### src/rtl/soi_probe_bank_pkg.sv
// soi_probe_pkg: shared op/mode/FSM types for the SOI probe bank.  rev 1.0
`default_nettype none

package soi_probe_pkg;

   typedef enum logic [1:0] {READ_VAL, WRITE_VAL, WRITE_MODE, READ_STAT} soi_op_e;
   typedef enum logic [1:0] {HOLD, TOGGLE, COUNT, RSVD} soi_mode_e;
   typedef enum logic {IDLE, RESP} soi_fsm_e;

   localparam int STAT_WRAP_BIT = 2;

   function automatic int ch_width(input int n);
      return (n > 1) ? $clog2(n) : 1;
   endfunction

endpackage

`default_nettype wire

### src/rtl/soi_probe_bank_if.sv
// soi_probe_bank_if: host request/response handshake of the probe bank.  rev 1.0
`default_nettype none

interface soi_probe_bank_if #(
   parameter int NUM_CH = 4,
   parameter int WIDTH  = 8
);
   import soi_probe_pkg::*;

   localparam int CH_W = ch_width(NUM_CH);

   logic              req_valid;
   logic              req_ready;
   soi_op_e           req_op;
   logic [CH_W-1:0]   req_ch;
   logic [WIDTH-1:0]  req_data;
   logic              rsp_valid;
   logic              rsp_ready;
   logic [WIDTH-1:0]  rsp_data;
   logic              rsp_err;

   modport master (
      output req_valid, req_op, req_ch, req_data, rsp_ready,
      input  req_ready, rsp_valid, rsp_data, rsp_err
   );

   modport slave (
      input  req_valid, req_op, req_ch, req_data, rsp_ready,
      output req_ready, rsp_valid, rsp_data, rsp_err
   );

endinterface

`default_nettype wire

### src/rtl/soi_probe_bank_ch.sv
// soi_probe_ch: one probe channel -- value, mode, sticky wrap and host override.  rev 1.0
`default_nettype none

module soi_probe_ch
   import soi_probe_pkg::*;
#(
   parameter int WIDTH    = 8,
   parameter int RST_VAL  = 1,
   parameter int RST_MODE = 1
) (
   input  wire logic             clk,
   input  wire logic             rst,
   input  wire logic             run,
   input  wire logic             wr_val,
   input  wire logic             wr_mode,
   input  wire logic             clr_wrap,
   input  wire logic [WIDTH-1:0] wr_data,
   input  wire soi_mode_e        wr_mode_data,
   output logic      [WIDTH-1:0] val,
   output soi_mode_e             mode,
   output logic                  wrap
);

   localparam logic [WIDTH-1:0] VAL_INIT  = WIDTH'(RST_VAL);
   localparam soi_mode_e        MODE_INIT = soi_mode_e'(2'(RST_MODE));

   logic [WIDTH-1:0] next_val;
   logic             wrap_set;

   // A host write replaces this cycle's free-run step, so it can never raise wrap.
   always_comb begin
      next_val = val;
      wrap_set = 1'b0;
      if (run) begin
         case (mode)
            TOGGLE:  next_val = ~val;
            COUNT: begin
               next_val = val + WIDTH'(1);
               wrap_set = &val;
            end
            default: next_val = val;
         endcase
      end
      if (wr_val) begin
         next_val = wr_data;
         wrap_set = 1'b0;
      end
   end

   always_ff @(posedge clk) begin
      if (rst) begin
         val  <= VAL_INIT;
         mode <= MODE_INIT;
         wrap <= 1'b0;
      end else begin
         val  <= next_val;
         wrap <= wrap_set | (wrap & ~clr_wrap);
         if (wr_mode) begin
            mode <= wr_mode_data;
         end
      end
   end

endmodule

`default_nettype wire

### src/rtl/soi_probe_bank.sv
// soi_probe_bank: NUM_CH free-running probe channels behind a one-deep host handshake.  rev 1.0
`default_nettype none

module soi_probe_bank
   import soi_probe_pkg::*;
#(
   parameter int NUM_CH   = 4,
   parameter int WIDTH    = 8,
   parameter int RST_VAL  = 1,
   parameter int RST_MODE = 1
) (
   input  wire logic                    clk,
   input  wire logic                    rst,
   input  wire logic                    run,
   soi_probe_bank_if.slave              bus,
   output logic [NUM_CH*WIDTH-1:0]      ch_val,
   output logic [NUM_CH-1:0]            ch_wrap
);

   localparam int CH_W = ch_width(NUM_CH);

   soi_fsm_e                state;
   soi_fsm_e                state_next;
   logic                    accept;
   logic                    ch_ok;
   logic [WIDTH-1:0]        rd_data;
   logic [STAT_WRAP_BIT:0]  stat;
   logic [WIDTH-1:0]        rsp_data_q;
   logic                    rsp_err_q;
   logic [WIDTH-1:0]        vals  [NUM_CH];
   soi_mode_e               modes [NUM_CH];

   assign ch_ok = (32'(bus.req_ch) < 32'(NUM_CH));

   always_comb begin
      state_next    = state;
      accept        = 1'b0;
      bus.req_ready = 1'b0;
      bus.rsp_valid = 1'b0;
      case (state)
         IDLE: begin
            bus.req_ready = 1'b1;
            if (bus.req_valid) begin
               accept     = 1'b1;
               state_next = RESP;
            end
         end
         RESP: begin
            bus.rsp_valid = 1'b1;
            if (bus.rsp_ready) begin
               state_next = IDLE;
            end
         end
         default: state_next = IDLE;
      endcase
   end

   // Read data is taken from pre-edge channel state; bad indices answer 0.
   always_comb begin
      rd_data = '0;
      stat    = '0;
      if (ch_ok) begin
         case (bus.req_op)
            READ_VAL:  rd_data = vals[bus.req_ch];
            READ_STAT: begin
               stat    = {ch_wrap[bus.req_ch], 2'(modes[bus.req_ch])};
               rd_data = WIDTH'(stat);
            end
            default:   rd_data = '0;
         endcase
      end
   end

   always_ff @(posedge clk) begin
      if (rst) begin
         state      <= IDLE;
         rsp_data_q <= '0;
         rsp_err_q  <= 1'b0;
      end else begin
         state <= state_next;
         if (accept) begin
            rsp_data_q <= rd_data;
            rsp_err_q  <= ~ch_ok;
         end
      end
   end

   assign bus.rsp_data = rsp_data_q;
   assign bus.rsp_err  = rsp_err_q;

   for (genvar i = 0; i < NUM_CH; i++) begin : g_ch
      logic hit;
      assign hit = accept & ch_ok & (bus.req_ch == CH_W'(i));

      soi_probe_ch #(
         .WIDTH    (WIDTH),
         .RST_VAL  (RST_VAL),
         .RST_MODE (RST_MODE)
      ) u_ch (
         .clk          (clk),
         .rst          (rst),
         .run          (run),
         .wr_val       (hit & (bus.req_op == WRITE_VAL)),
         .wr_mode      (hit & (bus.req_op == WRITE_MODE)),
         .clr_wrap     (hit & (bus.req_op == READ_STAT)),
         .wr_data      (bus.req_data),
         .wr_mode_data (soi_mode_e'(2'(bus.req_data))),
         .val          (vals[i]),
         .mode         (modes[i]),
         .wrap         (ch_wrap[i])
      );

      assign ch_val[i*WIDTH +: WIDTH] = vals[i];
   end

endmodule

`default_nettype wire

### src/flat_wrapper.sv
// flat-port wrapper written by rule: the top's interface ports become plain ports
module soi_probe_bank_flat import soi_probe_pkg::*;
#(
   parameter int NUM_CH   = 4,
   parameter int WIDTH    = 8,
   parameter int RST_VAL  = 1,
   parameter int RST_MODE = 1
)
  (clk, rst, run, ch_val, ch_wrap, bus_req_valid, bus_req_op, bus_req_ch, bus_req_data, bus_rsp_ready, bus_req_ready, bus_rsp_valid, bus_rsp_data, bus_rsp_err);
  soi_probe_bank_if #(.NUM_CH(NUM_CH), .WIDTH(WIDTH)) bus_i ();
  input  wire logic clk;
  input  wire logic rst;
  input  wire logic run;
  output logic [NUM_CH*WIDTH-1:0] ch_val;
  output logic [NUM_CH-1:0] ch_wrap;
  input wire logic [$bits(bus_i.req_valid)-1:0] bus_req_valid;
  input wire logic [$bits(bus_i.req_op)-1:0] bus_req_op;
  input wire logic [$bits(bus_i.req_ch)-1:0] bus_req_ch;
  input wire logic [$bits(bus_i.req_data)-1:0] bus_req_data;
  input wire logic [$bits(bus_i.rsp_ready)-1:0] bus_rsp_ready;
  output wire logic [$bits(bus_i.req_ready)-1:0] bus_req_ready;
  output wire logic [$bits(bus_i.rsp_valid)-1:0] bus_rsp_valid;
  output wire logic [$bits(bus_i.rsp_data)-1:0] bus_rsp_data;
  output wire logic [$bits(bus_i.rsp_err)-1:0] bus_rsp_err;
  assign bus_i.req_valid = bus_req_valid;
  assign bus_i.req_op = bus_req_op;
  assign bus_i.req_ch = bus_req_ch;
  assign bus_i.req_data = bus_req_data;
  assign bus_i.rsp_ready = bus_rsp_ready;
  assign bus_req_ready = bus_i.req_ready;
  assign bus_rsp_valid = bus_i.rsp_valid;
  assign bus_rsp_data = bus_i.rsp_data;
  assign bus_rsp_err = bus_i.rsp_err;
  soi_probe_bank #(.NUM_CH(NUM_CH), .WIDTH(WIDTH), .RST_VAL(RST_VAL), .RST_MODE(RST_MODE)) u_core (.clk(clk), .rst(rst), .run(run), .bus(bus_i), .ch_val(ch_val), .ch_wrap(ch_wrap));
endmodule
### config.mk
export PLATFORM = sky130hd
export DESIGN_NAME = soi_probe_bank_flat
export DESIGN_NICKNAME = d
export VERILOG_FILES = /design/src/rtl/soi_probe_bank_pkg.sv /design/src/rtl/soi_probe_bank_if.sv /design/src/rtl/soi_probe_bank_ch.sv /design/src/rtl/soi_probe_bank.sv /design/src/flat_wrapper.sv
export SDC_FILE = /design/constraint.sdc
export NUM_CORES = 1
export LEC_CHECK = 0
export BUFFER_PORTS_ARGS = -buffer_cell sky130_fd_sc_hd__buf_4
export CAP_MARGIN = 20
export CORE_ASPECT_RATIO = 0.8
export CORE_MARGIN = 8
export CORE_UTILIZATION = 50
export DETAILED_ROUTE_END_ITERATION = 10
export PLACE_DENSITY = 0.76
export SLEW_MARGIN = 30
export SYNTH_ARGS = -nofsm -noshare
export SYNTH_HDL_FRONTEND = slang
export SYNTH_SLANG_ARGS = --single-unit
### constraint.sdc
create_clock -name clk -period 1.4 [get_ports clk]
set_input_delay 0.28 -clock clk [delete_from_list [all_inputs] [get_ports clk]]
set_output_delay 0.28 -clock clk [all_outputs]
set_load 0.02 [all_outputs]
==> impl_metrics.env <==
export IMPL_ctsHoldBuffers=0
export IMPL_numCtsBuffers=5
export IMPL_dieHeight_um=90.4
export IMPL_tns_ns=-0.144
export IMPL_critPathLaunchType="flop"
export IMPL_grt_overflow_total=0
export IMPL_synth_cell_types=55
export IMPL_antennaDiodeCount=0
export IMPL_synth_area_um2=3460
export IMPL_drv_cap=0
export IMPL_wire_per_inst_um=19.6
export IMPL_viasPerCell=6.18
export IMPL_io_pins=64
export IMPL_first_pass_iters=5
export IMPL_vias=3951
export IMPL_hold_ws_ns=0.216
export IMPL_r2r_setup_slack_ns=-0.04
export IMPL_hold_viol_final=0
export IMPL_dp_slack_ns=-0.225
export IMPL_core_area_um2=6790
export IMPL_setup_slack_ns=-0.0388
export IMPL_fin_area_um2=5070
export IMPL_synth_edf_count=0
export IMPL_syn_avg_cell_area_um2=8.21
export IMPL_rsz0062_at_grt="yes"
export IMPL_ant_nets=0
export IMPL_clock_skew_ns=0.0141
export IMPL_worstPathRequired_ns=1.63
export IMPL_clock_latency_ns=0.31
export IMPL_setup_violations=5
export IMPL_root_buffer="clkbuf_8"
export IMPL_grt_use_total=0.241
export IMPL_synthArstFlopShare=0
export IMPL_wl_um=12500
export IMPL_place_area_um2=4640
export IMPL_yosys_area_top_type="dfxtp_1"
export IMPL_finalCritPeriodShare=1.03
export IMPL_clk_path_buf_depth=2
export IMPL_leakage_nw=2.09
export IMPL_h_tree_depth=2
export IMPL_grt_max_degree=43
export IMPL_synth_yosys_warnings=0
export IMPL_synth_yosys_seq_area_share=0.307
export IMPL_fmaxAchievable_ghz=0.695
export IMPL_power_total_mw=3.90
export IMPL_final_common_cell="buf_4"
export IMPL_antenna_found_initial=0
export IMPL_drive_gt1_frac=0.476
export IMPL_powerDensity_nw_per_um2=769
export IMPL_final_cell_mix="151 x buf_4, 41 x nor2_1, 31 x o21ai_0"
export IMPL_die_w_um=109
export IMPL_synth_nets=446
export IMPL_synth_seq_cells=53
export IMPL_peakVddDrop_v=0.000525
export IMPL_synthCells=421
export IMPL_drcViolationCount=0
export IMPL_nets=576
export IMPL_finalWeightedCongestion=0.929
export IMPL_end_kind="flop"
export IMPL_min_path_type="input pin to flop"
export IMPL_fp_dieArea_um2=9840
export IMPL_period_minus_slack_ns=1.44
export IMPL_status="finished, violations left"
export IMPL_portBuffers=62
export IMPL_grt_pass1_wl_um=19000
export IMPL_fp_row_count=27
export IMPL_syn_to_final_growth_pct=46.8
export IMPL_critPathMaxFanout=4
export IMPL_cts_tree="yes"
export IMPL_ys_flop_type="dfxtp_1"
export IMPL_report_final_slew_viol_count=0
export IMPL_arrival_ns=1.67
export IMPL_dp_hpwl_um=9260
export IMPL_criticalPathCategory="flop to flop"
export IMPL_violations="setup timing"
export IMPL_dr_first_iter_drc_count=295
export IMPL_yosys_area_top_type_share=0.307
export IMPL_synth_area_top_cells="dfxtp_1 31%, mux4_2 6.5%, o21ai_0 4.9%"
export IMPL_clkSinkCount=53
export IMPL_grt_pass1_vias=3673
export IMPL_clk_pin_slew_ns=0.10
export IMPL_initial_utilization=0.509
-- per-stage QoR --
step	util	instances
after floorplan	-	421
after global placement	0.683	624
final	0.747	639
after CTS	0.708	633
after global routing	0.747	639
after detailed placement	0.683	624
-- what timing repair did --
item                                    CTS  global route
endpoints found under the setup margin   17            39
pin swaps                                 9            21
hold endpoints to repair                  0             0
buffers inserted                          1             6
resized for setup                        21            59
-- registers in the layout, summed over array words and instances (netlist names) --
register	flops
u_core.g_ch.u_ch.wrap	4
u_core.g_ch.u_ch.mode	8
u_core.g_ch.u_ch.val	32
u_core.state	1
u_core.bus.rsp_data	8
-- path summary, 6_finish.rpt --
kind | depth (start not counted) | from | to
worst max-delay path | 5 | u_core.g_ch[1].u_ch.val[1]$_SDFFE_PP0P_ | u_core.g_ch[1].u_ch.val[7]$_SDFFE_PP0P_
worst min-delay path | 3 | bus_rsp_ready | u_core.state$_SDFF_PP0_
worst max register to register | 5 | u_core.g_ch[1].u_ch.val[1]$_SDFFE_PP0P_ | u_core.g_ch[1].u_ch.val[7]$_SDFFE_PP0P_
worst min register to register | 2 | u_core.bus.rsp_data[2]$_SDFFE_PP0P_ | u_core.bus.rsp_data[2]$_SDFFE_PP0P_
-- worst max-delay path, stage by stage, from the launching register on --
cell and delay [ns]:
dfxtp_4 0.39, nand3_1 0.14, o31ai_2 0.30, buf_4 0.18
nand3b_1 0.09, a311oi_2 0.27
-- synthesized netlist by cell type, drive strengths merged (6+ instances only) --
cell type / n
a21oi: 20
clkbuf: 13
or3: 8
o21ai: 34
nor3: 8
mux4: 11
ha: 8
a31oi: 8
a22oi: 8
nor4: 6
nand4: 6
buf: 21
dfxtp: 53
nand3b: 9
nand2b: 15
a311oi: 10
nand2: 25
inv: 14
nor3b: 6
a211oi: 11
nand3: 16
nor2: 44
-- cell families after synthesis --
logic type	Yosys count	synth area share
AOI/OAI and AO/OA	123	0.234
xor gates and xnor gates	8	0.0224
adders and majority gates	8	0.0290
buffers and inverters	48	0.0673
DFF	53	0.307
muxes	13	0.0786
other	1	0.00109
and+or+nand+nor	167	0.260
-- area by class of cell --
cell class,count,area [um^2]
multi-input combinational,320,2470
fill,503,1720
timing repair buffer,157,1220
clock inverter,3,17.5
tap,87,109
sequential,53,1140
inverter,14,52.6
clock buffer,5,68.8
-- where the power goes --
part,internal (mW),switching (mW)
clock,0.348,0.545
combinational,0.618,0.637
sequential,1.61,0.143
-- layer usage --
layer | up-vias | track usage | routed length, um
met4 | 0 | 0.0671 | 322
met5 | - | 0 | 0
met1 | 1892 | 0.325 | 5080
met3 | 30 | 0.0392 | 1100
li1 | 1829 | - | -
met2 | 200 | 0.384 | 6050
(Power assumes the default switching activity.)
